`config.mk`:
```
export PLATFORM = sky130hd
export DESIGN_NAME = pn_stack_eval
export DESIGN_NICKNAME = d
export VERILOG_FILES = /design/src/rtl/pn_stack_eval.sv
export SDC_FILE = /design/constraint.sdc
export NUM_CORES = 2
export LEC_CHECK = 0
export CAP_MARGIN = 5
export CORE_ASPECT_RATIO = 1.4
export CORE_MARGIN = 4
export CORE_UTILIZATION = 60
export CTS_CLUSTER_DIAMETER = 80
export DETAILED_ROUTE_END_ITERATION = 16
export PLACE_DENSITY_LB_ADDON = 0.15
export SETUP_SLACK_MARGIN = 0.02
export SLEW_MARGIN = 25
export SYNTH_ARGS = -nofsm -noshare
export SYNTH_HDL_FRONTEND = slang
export SYNTH_SLANG_ARGS = --single-unit
```
`constraint.sdc`:
```
create_clock -name clk -period 12.36 [get_ports clk]
set_input_delay 1.236 -clock clk [delete_from_list [all_inputs] [get_ports clk]]
set_output_delay 1.236 -clock clk [all_outputs]
set_load 0.01 [all_outputs]
```
`src/rtl/pn_stack_eval.sv`:
```
// Polish-notation expression evaluator.
// Buffers one expression of tokens, then evaluates it one token per cycle
// on an internal operand stack. Prefix expressions are walked from the last
// token back to the first, with the operand order swapped on each pop.
module pn_stack_eval #(
  parameter int IN_W    = 3,
  parameter int DATA_W  = 32,
  parameter int MAX_TOK = 16,
  parameter int STACK_D = 8
) (
  input  logic              clk,
  input  logic              rst,
  input  logic              mode,
  input  logic              in_valid,
  input  logic              operator,
  input  logic [IN_W-1:0]   in,
  input  logic              in_last,
  output logic              in_ready,
  output logic              out_valid,
  output logic [DATA_W-1:0] out,
  output logic [4:0]        err
);

  localparam int CW = $clog2(MAX_TOK + 1);
  localparam int TW = (MAX_TOK > 1) ? $clog2(MAX_TOK) : 1;
  localparam int PW = $clog2(STACK_D + 1);
  localparam int SW = (STACK_D > 1) ? $clog2(STACK_D) : 1;

  typedef enum logic [1:0] {IDLE, LOAD, EVAL, DONE} state_t;

  state_t state, state_nx;

  logic                     mode_q;
  logic                     tok_op  [MAX_TOK];
  logic [IN_W-1:0]          tok_val [MAX_TOK];
  logic [CW-1:0]            count;
  logic [CW-1:0]            step;
  logic [PW-1:0]            sp;
  logic signed [DATA_W-1:0] stack [STACK_D];

  logic err_tok, err_ovf, err_unf, err_ill;

  logic                     accept;
  logic                     last_step;
  logic                     tok_full;
  logic [CW-1:0]            pos;
  logic [TW-1:0]            rd_idx;
  logic                     cur_op;
  logic [IN_W-1:0]          cur_val;
  logic                     cur_illegal;
  logic signed [DATA_W-1:0] top_v, nxt_v, opa, opb, sum, alu_res, push_v;
  logic [4:0]               err_all;

  assign accept    = in_valid && in_ready;
  assign tok_full  = (count == CW'(MAX_TOK));
  assign last_step = (step == count - CW'(1));

  // Select the token being evaluated and compute the operator result
  always_comb begin
    pos         = mode_q ? step : (count - CW'(1) - step);
    rd_idx      = TW'(pos);
    cur_op      = tok_op[rd_idx];
    cur_val     = tok_val[rd_idx];
    cur_illegal = (cur_val > IN_W'(5));
    top_v       = stack[SW'(sp - PW'(1))];
    nxt_v       = stack[SW'(sp - PW'(2))];
    // postfix pops b first; prefix pops a first
    opa         = mode_q ? nxt_v : top_v;
    opb         = mode_q ? top_v : nxt_v;
    sum         = opa + opb;
    push_v      = {{(DATA_W-IN_W){1'b0}}, cur_val};
    case (cur_val)
      IN_W'(0): alu_res = sum;
      IN_W'(1): alu_res = opa - opb;
      IN_W'(2): alu_res = opa * opb;
      IN_W'(3): alu_res = sum[DATA_W-1] ? -sum : sum;
      IN_W'(4): alu_res = (opa > opb) ? opa : opb;
      IN_W'(5): alu_res = (opa < opb) ? opa : opb;
      default:  alu_res = '0;
    endcase
  end

  // State register
  always_ff @(posedge clk or posedge rst) begin
    if (rst) state <= IDLE;
    else     state <= state_nx;
  end

  // Next-state logic
  always_comb begin
    state_nx = state;
    case (state)
      IDLE: if (accept) state_nx = in_last ? EVAL : LOAD;
      LOAD: if (accept && in_last) state_nx = EVAL;
      EVAL: if (last_step) state_nx = DONE;
      DONE: state_nx = IDLE;
      default: state_nx = IDLE;
    endcase
  end

  // Outputs decoded from state; result and flags only visible in DONE
  always_comb begin
    in_ready  = (state == IDLE) || (state == LOAD);
    out_valid = (state == DONE);
    err_all   = {err_ill, (sp != PW'(1)), err_unf, err_ovf, err_tok};
    err       = '0;
    out       = '0;
    if (state == DONE) begin
      err = err_all;
      if (err_all == 5'd0) out = stack[0];
    end
  end

  // Token count, evaluation step, stack pointer and sticky error flags
  always_ff @(posedge clk or posedge rst) begin
    if (rst) begin
      mode_q  <= 1'b0;
      count   <= '0;
      step    <= '0;
      sp      <= '0;
      err_tok <= 1'b0;
      err_ovf <= 1'b0;
      err_unf <= 1'b0;
      err_ill <= 1'b0;
    end else begin
      case (state)
        IDLE: if (accept) begin
          mode_q  <= mode;
          count   <= CW'(1);
          step    <= '0;
          sp      <= '0;
          err_tok <= 1'b0;
          err_ovf <= 1'b0;
          err_unf <= 1'b0;
          err_ill <= 1'b0;
        end
        LOAD: if (accept) begin
          if (tok_full) err_tok <= 1'b1;
          else          count   <= count + CW'(1);
        end
        EVAL: begin
          step <= step + CW'(1);
          if (!cur_op) begin
            if (sp == PW'(STACK_D)) err_ovf <= 1'b1;
            else                    sp      <= sp + PW'(1);
          end else begin
            if (cur_illegal) err_ill <= 1'b1;
            if (sp < PW'(2)) err_unf <= 1'b1;
            else             sp      <= sp - PW'(1);
          end
        end
        default: ;
      endcase
    end
  end

  // Token buffer writes; tokens past the buffer depth are dropped
  always_ff @(posedge clk) begin
    if (state == IDLE && accept) begin
      tok_op[0]  <= operator;
      tok_val[0] <= in;
    end else if (state == LOAD && accept && !tok_full) begin
      tok_op[TW'(count)]  <= operator;
      tok_val[TW'(count)] <= in;
    end
  end

  // Operand stack writes: push an operand, or replace the two top entries with the result
  always_ff @(posedge clk) begin
    if (state == EVAL) begin
      if (!cur_op) begin
        if (sp != PW'(STACK_D)) stack[SW'(sp)] <= push_v;
      end else if (sp >= PW'(2)) begin
        stack[SW'(sp - PW'(2))] <= alu_res;
      end
    end
  end

endmodule
```
==> results summary <==
The run finished with clean final reports. The critical path start-end classification is flip-flop to flip-flop. The worst register-to-register path begins at sp[1].

The wire length after detailed routing is roughly 130000 um. The cell area after synthesis is approximately 38000 um^2. The fill cell instance count of the final layout is 5004. The highest net fanout along the worst path came out at 45.

The most crowded layer after global routing is met2. The max-cap check violation count is 0. The clock period could shrink to 11160 ps.

The average routed wire per standard cell came out at about 29 um. The number of placed I/O pins is 48. The die covers 67500 um^2.

For this run, the post-layout net count is approximately 4300. The number of antenna diodes in the final layout is 0. The global-route track usage on met1 came out at about 46%. The number of levels in the clock H-tree is 1. The number of enable-type register cells in the synthesized netlist is 320. The worst slack after detailed placement is between 1000 and 1500 ps.

The number of antenna violations at the first check in global routing is 1. At the worst endpoint, the arrival time is 11380 ps. The number of pins exceeding their max-slew limit in the final report came out at 0. The placed cell count is around 4500. The peak per-stage delay on the critical path came out at around 790 ps. The worst path required time is between 10000 and 15000 ps. For this run, the leading register cell type out of synthesis is edfxtp_1. Synthesis inferred ~340 register bits. The maximum clock frequency came out at 0.0896 GHz. The startpoint identified for the worst hold timing path is err_ovf. The total negative slack came out at 0 ps. After legalization and detailed placement, the total HPWL measured between 90000 and 100000 um. The count of hold buffers inserted by post-cts repair came out at 0. The global routing usage on met3 is 6.75%. The slack of the worst reg-to-reg path came out at 1200 ps. The die is between 200 and 250 um wide. Row generation in the floorplan step produced between 100 and 150 rows. The share of the yosys chip area belonging to registers came out at around a quarter.

Counting instances, the worst hold path has a depth of 2. The deepest clock path buffer count is 3. The transition time at the pin with the least slew margin came out at ~1100 ps.

The clock network latency to the later pin of the worst-skew pair is 550 ps. After detailed routing, the number of vias per cell comes to ~6.5. A synthesized cell averages between 10 and 15 um^2. The fraction of final layout cells sized beyond drive strength 1 came out at 10.1%. The number of synthesis warnings is 0. The worst relative slew slack is a little under a quarter. The clock edge transition at the registers on the reported setup and hold paths is 80 ps. The net count after synthesis came out at about 4400. The worst hold path terminates at err_ovf. The clock sink count came out at around 340.

The aggregate global routing overflow came out at 0. Setup repair after global routing left no endpoint under its margin. The clock skew after layout came out at approximately 22 ps.

The via count of the first global-routing pass is between 30000 and 40000. Leaving out fill and tap cells, the most frequent cells in the layout are 525 x inv_1, 451 x nor2_1, 411 x fa_1, 349 x nand2_1, 320 x edfxtp_1. For this block, the via count after detailed routing is approximately 29000.

The type of the tightest min-delay check is flip-flop to flip-flop. STA classifies the critical path startpoint as a flip-flop. The async set-reset flop share out of synthesis is 6.16%. The final hold violation count came out at 0. The worst path uses between 90% and 100% of the clock period. The largest net degree at the start of global routing came out at 57. The worst setup path is captured at a flip-flop. Once detail routing completed, the nets flagged for antenna violations numbered 0.

Routability-driven placement finished with a final weighted congestion of between 1 and 1.5. TritonCTS built the clock tree. The layout overhead on the synthesized area came out at 6.37%. In this run the cell area measured after placement is slightly below 40000 um^2. The first global-routing pass estimated approximately 190000 um of wire. The post-route cell area came out at about 40000 um^2.

The final standard cell count with taps included and fillers excluded came out at between 4000 and 5000. The endpoint of the most critical register-to-register path is stack[5][31]. The slowest stage of the critical path is the nand2_1 cell. The tree is rooted in a clkbuf_16. The placeable core region is just over 60000 um^2.

The overall track demand over capacity in global routing came out at 38.8%. The post-CTS setup-driven buffer insertion count is 0. The most prevalent standard cell on the critical path is fa_1.

The most common cell after layout, fill and taps aside is inv_1. Once the floorplan was initialized, standard cells occupied 61.0% of the core. The number of buffers added by the clock tree synthesis step came out at 24. Counting cells, the worst reg-to-reg path comes to 34.

The fraction of met2 tracks used by global routing came out at ~64%. From bottom edge to top edge, the die measures slightly above 300 um. The detailed-router iteration count before antenna repair came out at 8. Buffers placed on the I/O ports in this run total 47. The violation count after the first detailed-routing iteration came out at ~3200. The final worst-path setup slack came out at ~1200 ps. Setup violations remaining at the end of the flow were counted as 0.

The post-synthesis instance total is roughly 3700. After synthesis, the netlist uses 94 different library cells. The total DRC errors in the routed layout came out at 0. The number of gates resized after CTS is 0.
[routing by layer]
layer,wire length [um],vias to the layer above
li1,-,12444
met1,44500,14835
met2,62100,1677
met3,10700,515
met4,12600,4
met5,104,-
[layout make-up]
class	count	area [um^2]	area share [%]
multi-input combinational	2648	25300	62.5
sequential	341	10100	25.1
inverter	541	2030	5.03
clock buffer	26	629	1.56
tap	825	1030	2.55
timing repair buffer	140	1170	2.90
clock inverter	14	145	0.359
[synthesized netlist by cell type, types with 6 or more instances]
cell type	count	share of area, %
inv_1	526	5.2
nor2_1	460	4.5
fa_1	411	22
nand2_1	350	3.5
edfxtp_1	320	25
ha_1	232	7.6
mux4_2	144	8.5
a21oi_1	130	1.7
xnor2_1	126	2.9
clkbuf_1	125	1.2
mux2i_1	99	2.6
o21ai_0	99	1.3
and2_1	49	0.81
nor3_1	40	0.53
a21o_1	36	0.71
buf_2	30	0.40
mux2_2	30	0.89
xor2_1	29	0.67
nand2b_1	28	0.46
a31oi_1	27	0.44
nand3_1	27	0.36
and3_1	24	0.40
nor2b_1	22	0.36
o22ai_1	22	0.36
dfrtp_1	21	1.4
or2_2	19	0.31
nand4_1	16	0.26
o21bai_1	16	0.32
buf_1	15	0.15
or3_1	14	0.23
a22oi_1	13	0.26
clkinv_1	13	0.13
o21a_1	12	0.24
o211ai_1	11	0.22
a211oi_1	10	0.20
buf_4	10	0.20
nor3b_1	10	0.20
nand3b_1	9	0.18
or4_1	8	0.16
a211o_1	7	0.16
nor4_1	7	0.12
o31ai_1	7	0.14
a221oi_1	6	0.14
[worst max-delay path, delay by kind of cell, from the launching register on]
family,cells,cell delay [ps]
adder cells (fa/ha/maj),10,4540
AO/OA/AOI/OAI,9,2840
AND/OR/NAND/NOR,5,1170
buffers and inverters,7,1060
multiplexers,2,690
flip-flops,1,330
XOR/XNOR,1,170
[worst max-delay path by stage]
stage | to | slack [ps] | from | cells after the start
after global routing | stack[5][31] | 840 | sp[1] | 34
final | stack[5][31] | 1200 | sp[1] | 34
after floorplan | stack[0][31] | 2140 | sp[0] | 41
after detailed placement | stack[5][31] | 1450 | sp[1] | 34
after CTS | stack[5][31] | 1310 | sp[1] | 34
after global placement | stack[0][31] | 1610 | sp[1] | 34
[kinds of logic (layout without fill, tap and decap cells)]
group                      Yosys count  in the layout  synth area share, %
and+or+nand+nor                   1097           1097                 12.7
adders and majority gates          643            643                 29.3
xor gates and xnor gates           156            156                 3.63
buffers and inverters              722            721                 7.35
AOI/OAI and AO/OA                  479            479                 8.26
DFF                                341            341                 26.7
muxes                              273            273                 12.0
[per-stage QoR]
stage / hold WS [ps] / util [%]
floorplan: 499 / -
global placement: 544 / 63.6
detailed placement: 567 / 63.6
CTS: 587 / 64.8
global route: 632 / 64.9
finish: 588 / 64.9
[sequential cells by signal, summed over array words and instances, names as in the netlist]
signal   flops
err_tok      1
err_unf      1
mode_q       1
step         5
count        5
err_ovf      1
stack      256
tok_val     48
state        2
tok_op      16
sp           4
err_ill      1
Power is left out: the tool's default activity adds up to more than one toggle a clock period on the data nets, which glitch-free logic cannot reach.
